File: config.mk
export PLATFORM = sky130hd
export DESIGN_NAME = dmem_ctl
export DESIGN_NICKNAME = d
export VERILOG_FILES = /design/src/rtl/dmem_ctl.sv
export SDC_FILE = /design/constraint.sdc
export NUM_CORES = 2
export LEC_CHECK = 0
export ABC_CLOCK_PERIOD_IN_PS = 14210
export CAP_MARGIN = 0
export CORE_MARGIN = 1
export CORE_UTILIZATION = 64
export DETAILED_ROUTE_END_ITERATION = 10
export PLACE_DENSITY = 0.81
export SYNTH_ARGS = -nofsm -noshare
export SYNTH_HDL_FRONTEND = slang
export SYNTH_SLANG_ARGS = --single-unit
File: constraint.sdc
create_clock -name ck -period 14.21 [get_ports ck]
set_input_delay 2.842 -clock ck [delete_from_list [all_inputs] [get_ports ck]]
set_output_delay 2.842 -clock ck [all_outputs]
set_load 0.01 [all_outputs]
File: src/rtl/dmem_ctl.sv
// dmem_ctl: byte-addressed data memory for the mem_IO stage.
// Supports byte and little-endian half-word loads and stores at address rd1+disp.
// Loads are returned registered, with a one-cycle valid pulse.
// After reset, an optional sweep writes zero to every byte of the array.
module dmem_ctl #(
    parameter int DW     = 8,
    parameter int AW     = 8,
    parameter bit CLR_EN = 1'b1
) (
    input  logic            ck,
    input  logic            res,
    input  logic            ck2,
    input  logic            req,
    input  logic [3:0]      kind,
    input  logic [1:0]      fn2,
    input  logic            size,
    input  logic            sext,
    input  logic [AW-1:0]   rd1,
    input  logic [AW-1:0]   disp,
    input  logic [2*DW-1:0] store_d,
    output logic [2*DW-1:0] load_d,
    output logic            load_vld,
    output logic            busy,
    output logic            clr_done
);

    localparam int DEPTH = 2 ** AW;

    typedef enum logic [1:0] {
        S_CLEAR,
        S_INIT,
        S_IDLE,
        S_HALF2
    } state_t;

    state_t          state;
    logic [AW-1:0]   ptr;
    logic [DW-1:0]   mem [DEPTH];

    logic            en;
    logic            accept;
    logic            is_store;
    logic [AW-1:0]   ea;

    logic [AW-1:0]   ea1_p0;
    logic [DW-1:0]   hi_p0;
    logic            store_p0;

    logic            we;
    logic [AW-1:0]   waddr;
    logic [DW-1:0]   wdata;

    // Widen one byte to the data-port width, with optional sign extension.
    function automatic logic [2*DW-1:0] ext_byte(input logic [DW-1:0] b, input logic sx);
        logic signed [DW-1:0]   sb;
        logic signed [2*DW-1:0] sw;
        sb = signed'(b);
        sw = (2*DW)'(sb);
        return sx ? $unsigned(sw) : {{DW{1'b0}}, b};
    endfunction

    // Registers only move on edges where ck2 is low; reset overrides this gating.
    assign en       = res && !ck2;
    assign ea       = rd1 + disp;
    assign accept   = (state == S_IDLE) && req && (kind == 4'b0011) && !fn2[1];
    assign is_store = fn2[0];

    // Select the single write port source: the clear sweep, a store's first byte, or a half store's high byte.
    always_comb begin
        we    = 1'b0;
        waddr = ptr;
        wdata = '0;
        case (state)
            S_CLEAR: begin
                we    = 1'b1;
                waddr = ptr;
                wdata = '0;
            end
            S_IDLE: begin
                if (accept && is_store) begin
                    we    = 1'b1;
                    waddr = ea;
                    wdata = store_d[DW-1:0];
                end
            end
            S_HALF2: begin
                if (store_p0) begin
                    we    = 1'b1;
                    waddr = ea1_p0;
                    wdata = hi_p0;
                end
            end
            default: ;
        endcase
    end

    // Byte array write; reset leaves the contents untouched.
    always_ff @(posedge ck) begin
        if (we && en) begin
            mem[waddr] <= wdata;
        end
    end

    // Controller FSM with registered outputs: clear sweep, idle accept, and the second half-word byte.
    always_ff @(posedge ck) begin
        if (!res) begin
            state    <= CLR_EN ? S_CLEAR : S_INIT;
            ptr      <= '0;
            load_d   <= '0;
            load_vld <= 1'b0;
            busy     <= CLR_EN;
            clr_done <= 1'b0;
        end else if (!ck2) begin
            load_vld <= 1'b0;
            case (state)
                S_CLEAR: begin
                    ptr <= ptr + AW'(1);
                    if (ptr == {AW{1'b1}}) begin
                        state    <= S_IDLE;
                        clr_done <= 1'b1;
                        busy     <= 1'b0;
                    end
                end
                S_INIT: begin
                    state    <= S_IDLE;
                    clr_done <= 1'b1;
                    busy     <= 1'b0;
                end
                S_IDLE: begin
                    if (accept) begin
                        if (!size) begin
                            if (!is_store) begin
                                load_d   <= ext_byte(mem[ea], sext);
                                load_vld <= 1'b1;
                            end
                        end else begin
                            // Stage p0: latch the second-byte address, operation and high data at acceptance
                            ea1_p0   <= ea + AW'(1);
                            hi_p0    <= store_d[2*DW-1:DW];
                            store_p0 <= is_store;
                            busy     <= 1'b1;
                            state    <= S_HALF2;
                            if (!is_store) begin
                                load_d[DW-1:0] <= mem[ea];
                            end
                        end
                    end
                end
                S_HALF2: begin
                    if (!store_p0) begin
                        load_d[2*DW-1:DW] <= mem[ea1_p0];
                        load_vld          <= 1'b1;
                    end
                    state <= S_IDLE;
                    busy  <= 1'b0;
                end
                default: state <= S_IDLE;
            endcase
        end
    end

endmodule

# Word-level counts from Yosys, hierarchy flattened
# Memory sizes are Yosys's and may differ from the RTL's. A register that Yosys moved wholly into a read port is not among the register bits.
# Cells that the tools add are included.
[classes]
eq_ne = 11
bitwise = 2
addsub = 3
n_reduce_logical = 18
mux = 35
[ops]
columns = ["op", "count"]
rows = [
  ["two-way mux 8 bit", 9],
  ["two-way mux 16 bit", 3],
  ["one-hot mux 8 bit (2 select lines)", 3],
  ["adder 8 x 1 -> 8 bit (second input constant)", 2],
  ["two-way mux 1 bit", 12],
  ["inequality test 2 bit (second input constant)", 6],
  ["adder 8 bit", 1],
  ["== test 8 bit (second input constant)", 1],
  ["AND reduction 4 bit", 2],
  ["logical AND 1 bit", 6],
  ["two-way mux 2 bit", 3],
  ["one-hot mux 1 bit (3 select lines)", 2],
  ["one-hot mux 2 bit (3 select lines)", 1],
  ["AND reduction 6 bit", 1],
  ["AND reduction 5 bit", 1],
  ["== test 2 bit (second input constant)", 2],
  ["== test 4 x 2 -> 1 bit (second input constant)", 1],
  ["one-hot mux 1 bit (2 select lines)", 2],
  ["nonzero test 2 bit", 2],
  ["AND reduction 3 bit", 1],
  ["== test 2 x 1 -> 1 bit (second input constant)", 1],
  ["zero test 1 bit", 2],
  ["zero test 2 bit", 1],
  ["NOT 1 bit", 2],
  ["2 further kinds", 2],
]
[word_totals]
register_bits = 46
out_inout_bits = 19
input_bits = 44
n_memories = 1
ramBits = 2048
[mem_list]
columns = ["name", "words", "word_bits", "rd", "rd_clocked_by_memory_dff", "write_ports", "line_no", "source"]
rows = [
  ["mem", 256, 8, 2, 1, 1, "38", "logic [DW-1:0] mem [DEPTH];"],
]

# Logic depth before layout (Yosys ltp)
[logic_depth]
depth_word = 10
depth_mapped = 16

# Worst setup path before layout
# No wires, ideal clock.
[synth_timing]
kind = "in2reg"
startpoint = "input kind[3]"
endpoint = "memory mem[0][6] (data pin)"
cell_stages = 6
required_time_ns = 13.312
t_arrival_ns = 7.461
slack_ns = 5.851
path_buffers = 2
path_cell_list = "nand4b_1 > nor4_4 > and2_1 > buf_2 > clkbuf_1 > a32o_1"
[synth_via]
elab_chain_len = 6
[synth_rtl]
columns = ["element", "line_no", "source"]
rows = [
  ["from (decl)", "14", "input logic [3:0] kind,"],
  ["== test 4 x 2 -> 1 bit", "65", "assign accept = (state == S_IDLE) && req && (kind == 4'b0011) && !fn2[1];"],
  ["logical AND 1 bit (2 in series)", "65", ""],
  ["logical AND 1 bit", "80", "if (accept && is_store) begin"],
  ["two-way mux 8 bit", "80", ""],
  ["one-hot mux 8 bit (2 select lines)", "73", "case (state)"],
  ["named net wdata[6]", "51", "logic [DW-1:0] wdata;"],
  ["to (decl)", "38", ""],
]
# The timed path passes the listed nets, and every way through them passes these cells.

# Final worst setup path
[layout_timing]
startpoint = "input disp[0]"
endpoint = "register load_d[4]"
[layout_via]
elab_chain_len = 5
[layout_rtl]
columns = ["element", "line_no", "source"]
rows = [
  ["from (decl)", "19", "input logic [AW-1:0] disp,"],
  ["adder 8 bit (*)", "64", "assign ea = rd1 + disp;"],
  ["memory read (256 x 8 bit) (*)", "n/a", ""],
  ["two-way mux 16 bit", "59", "return sx ? $unsigned(sw) : {{DW{1'b0}}, b};"],
  ["two-way mux 16 bit", "132", "if (!is_store) begin"],
  ["two-way mux 8 bit (*)", "131", "if (!size) begin"],
  ["to (signal assigned)", "133", "load_d <= ext_byte(mem[ea], sext);"],
  ["to (signal, indexed assignment)", "144", "load_d[DW-1:0] <= mem[ea];"],
  ["to (signal, indexed assignment)", "151", "load_d[2*DW-1:DW] <= mem[ea1_p0];"],
  ["to (decl)", "21", "output logic [2*DW-1:0] load_d,"],
]
# Mark *: on every way between the ends. The rest lies on a longest branch, timed or not. The select of a mux whose other input is x is not followed.
# A chain may end at the register's enable or synchronous reset.

==> results.md <==
- Most frequent cells in the layout: edfxtp_1, mux4_2, buf_4
- Arrival time of data at the critical path endpoint: 8.65 ns
- Number of instances in the synthesized netlist: 4800
- Routability cong.: 0.958
- Wire length reported by the detailed router: 292000 um
- Post-route DRC violation count: 0
- Crit Reg-Reg Endpoint: mem[41][2]
- DIE WIDTH: 396 um
- Total half-perimeter wirelength after legalization and detailed placement: 179000 um
- Detailed-route wire length per cell: 40.8 um
- Post-CTS setup buffers: 0
- Final hold viol count: 0
- Final setup violation count: 0
- Critical Path, Cell by Cell: clkdlybuf4s50_1, ha_4, fa_4, buf_12, buf_12, mux4_2, nand2_1, nand3_1, a41oi_1, o21ai_0, nand3_1, a31oi_1
- Clk buf depth: 3
- Setup repair after global routing missed its margin: no
- Max rail drop VDD: 0.000107 V
- CTS Buf Count: 205
- Clock-pin transition on the worst setup and hold timing paths: 0.07 ns
- R2r setup slk: 8.19 ns
- Number of nets at the end of the flow: 4985
- Largest cells by area after synthesis: edfxtp_1, mux4_2, nor3_1
- Congestion Overflow GR: 0
- Post-synthesis instance area: 99200 um^2
- Outcome: finished, violations left
- Number of routed nets with antenna violations: 0
- Post-route minimum period: 7.93 ns
- Slew @ Worst Pin: 1.58 ns
- Max-cap violations: 1
- Failing checks: capacitance limit, slew limit
- First-pass iteration count of the detailed router: 8
- Critical path's largest stage delay: 1.19 ns
- Leak: 0.0377 uW
- Final standard cell count with taps included and fillers excluded: 7138
- Portion of synthesized cell area occupied by the leading cell type: 62.5%
- Average size of a mapped cell: 20.7 um^2
- Number of unique standard cell types used by synthesis: 83
- Hold buffers post-CTS: 0
- Share of post-route cells with drive strength above 1: 37.0%
- Buffer and inverter count on the worst path: 3
- Startpoint of the worst-slack reg-to-reg timing path: state[1]
- Row count: 144
- Hold path startpoint: ea1_p0[0]
- Slowest library cell on the worst path: fa_4
- Crit path capture type: register
- Highest fanout seen on the critical path: 123
- Area grow syn2layout: 9.82%
- Number of pins exceeding their max-slew limit in the final report: 2
- CP startpoint kind: primary input
- Fmax: 0.126 GHz
- PostCTS Resize Cnt: 0
- Wire length of the first global-routing pass: 416000 um
- Crit. path cell count: 12
- Total of flip-flops plus latches after synthesis: 2102
- Initial standard-cell utilization of the core: 64.4%
- Total clock sinks: 2102
- Vias per cell: 7.99
- Iter 0 DRT Violations: 10.7k
- Floorplan die area: 157000 um^2
- Number of antenna violations at the first check in global routing: 17
- Most used DFF post-synth: edfxtp_1
- Multi-input combinational cell area: 34500 um^2
- Maximum number of pins on one net before global-route repair: 137
- Buffer type at the clock tree root: clkbuf_16
- Final Cycle Share: 55.8%
- Syn nets: 4854
- Count of flip-flops with a built-in enable after synthesis: 2065
- Clock Skews: 0.0388 ns
- Via count of the first global-routing pass: 56.7k
- Worst Reg-to-Reg Cells: 10
- Total Negative Setup Slacks: 0 ns
- Sequential-to-total area share from yosys stat: 63.3%
- Io pins: 63
- Crit Path Category: primary input to register
- Headroom to the max-slew limit: -6.57%
- DIE HEIGHT: 396 um
- Most common cell after layout, fill and taps aside: edfxtp_1
- Area of the core: 154000 um^2
- Aggregate global-route resource usage: 38.0%
- Yosys warning total: 0
- Hold WC Path Type: register to register
- Required time reported for the critical path endpoint: 14.94 ns
- Reg area: 62800 um^2
- Minimum setup slack after placement: 5.65 ns
- Hold Path Cell Cnt: 2
- Setup WS post-layout: 6.28 ns
- TritonCTS clock tree: built
- Synth async-reset ratio: 0%
- Total via count in the routed design: 57.1k
- Clk_lat worst skew: 0.86 ns
- Power Density: 118 nW/um^2
- Depth of the CTS H-tree: 4
- Number of buffers added on ports: 62
- Top delay family on crit path: buffers and inverters
- # fillers: 8839
- Inst Count DP: 6767
- Library cell with the largest summed area after synthesis: edfxtp_1
## cell type report
cell class	instances	area share, %
clock inverters	103	0.802
clock buffers	266	5.00
flip-flops and latches	2102	57.6
diodes	1	0.00230
multi-input cells	2286	31.7
inverters	7	0.0241
well taps	2044	2.35
repair buffers	329	2.52
## cell usage after synthesis (8+ instances only)
library cell / instances
edfxtp_1: 2065
mux4_2: 1230
nor3_1: 242
nand2_1: 191
clkbuf_1: 148
buf_2: 117
nor2_1: 104
mux2i_1: 73
buf_4: 61
buf_6: 41
o21ai_0: 40
nand3_1: 38
dfxtp_1: 37
buf_1: 34
a32oi_1: 31
a211o_1: 23
a21oi_1: 22
a31oi_1: 20
and3_1: 19
o211ai_1: 17
mux2_2: 15
nand2_2: 14
o22ai_1: 14
xnor2_1: 12
a22o_1: 10
and2_1: 10
or3_1: 10
a311oi_1: 9
ha_1: 9
o311a_1: 9
a41oi_1: 8
nand4_1: 8
nor4_1: 8
## per-layer routing
layer	track usage, %	wire length, um
met2	56.2	134000
met1	51.5	93800
met4	18.0	17100
met5	0	162
met3	12.9	46000
## registers in the layout, indices dropped and copies added (netlist names), named ones only
register and cells:
hi_p0 8, ptr 8, ea1_p0 8, mem 2048, load_d 16, load_vld 1
store_p0 1, state 2, clr_done 1, busy 1
## worst min-delay path, cell delays in order (launching register included)
cell	delay (ns)
edfxtp_1	0.35
nand2_1	0.05
o21ai_0	0.06
## per-stage QoR
| step | total power [uW] | util [%] | instance area [um^2] | hold slack, ns |
|---|---|---|---|---|
| floorplan | 7400 | - | 99200 | 0.433 |
| global placement | 7670 | 66.6 | 103000 | 0.470 |
| detailed placement | 7670 | 66.7 | 103000 | 0.468 |
| CTS | 12800 | 70.8 | 109000 | 0.482 |
| global route | 13000 | 70.8 | 109000 | 0.510 |
| finish | 12800 | 70.8 | 109000 | 0.486 |
## power breakdown
group | switching, uW | total, uW | internal [uW]
Combinational | 590 | 872 | 282
Sequential | 1.86 | 6710 | 6700
Clock | 2350 | 5240 | 2890
## worst max path at each step
| stage | slack [ns] | end | from |
|---|---|---|---|
| floorplan | 5.85 | mem[0][6] | kind[3] |
| CTS | 6.54 | load_d[8] | disp[0] |
| finish | 6.28 | load_d[4] | disp[0] |
| global placement | 5.07 | load_d[5] | rd1[0] |
| detailed placement | 5.65 | load_d[8] | disp[0] |
| global route | 6.29 | load_d[8] | disp[0] |
## kinds of logic after synthesis
kind of cell | share of synthesized area, %
mux | 28.9
flops | 63.3
fa+ha+maj | 0.134
simple gates | 3.21
buf+inv | 2.29
compound gates | 2.07
xor+xnor | 0.156
(Power assumes the default switching activity.)
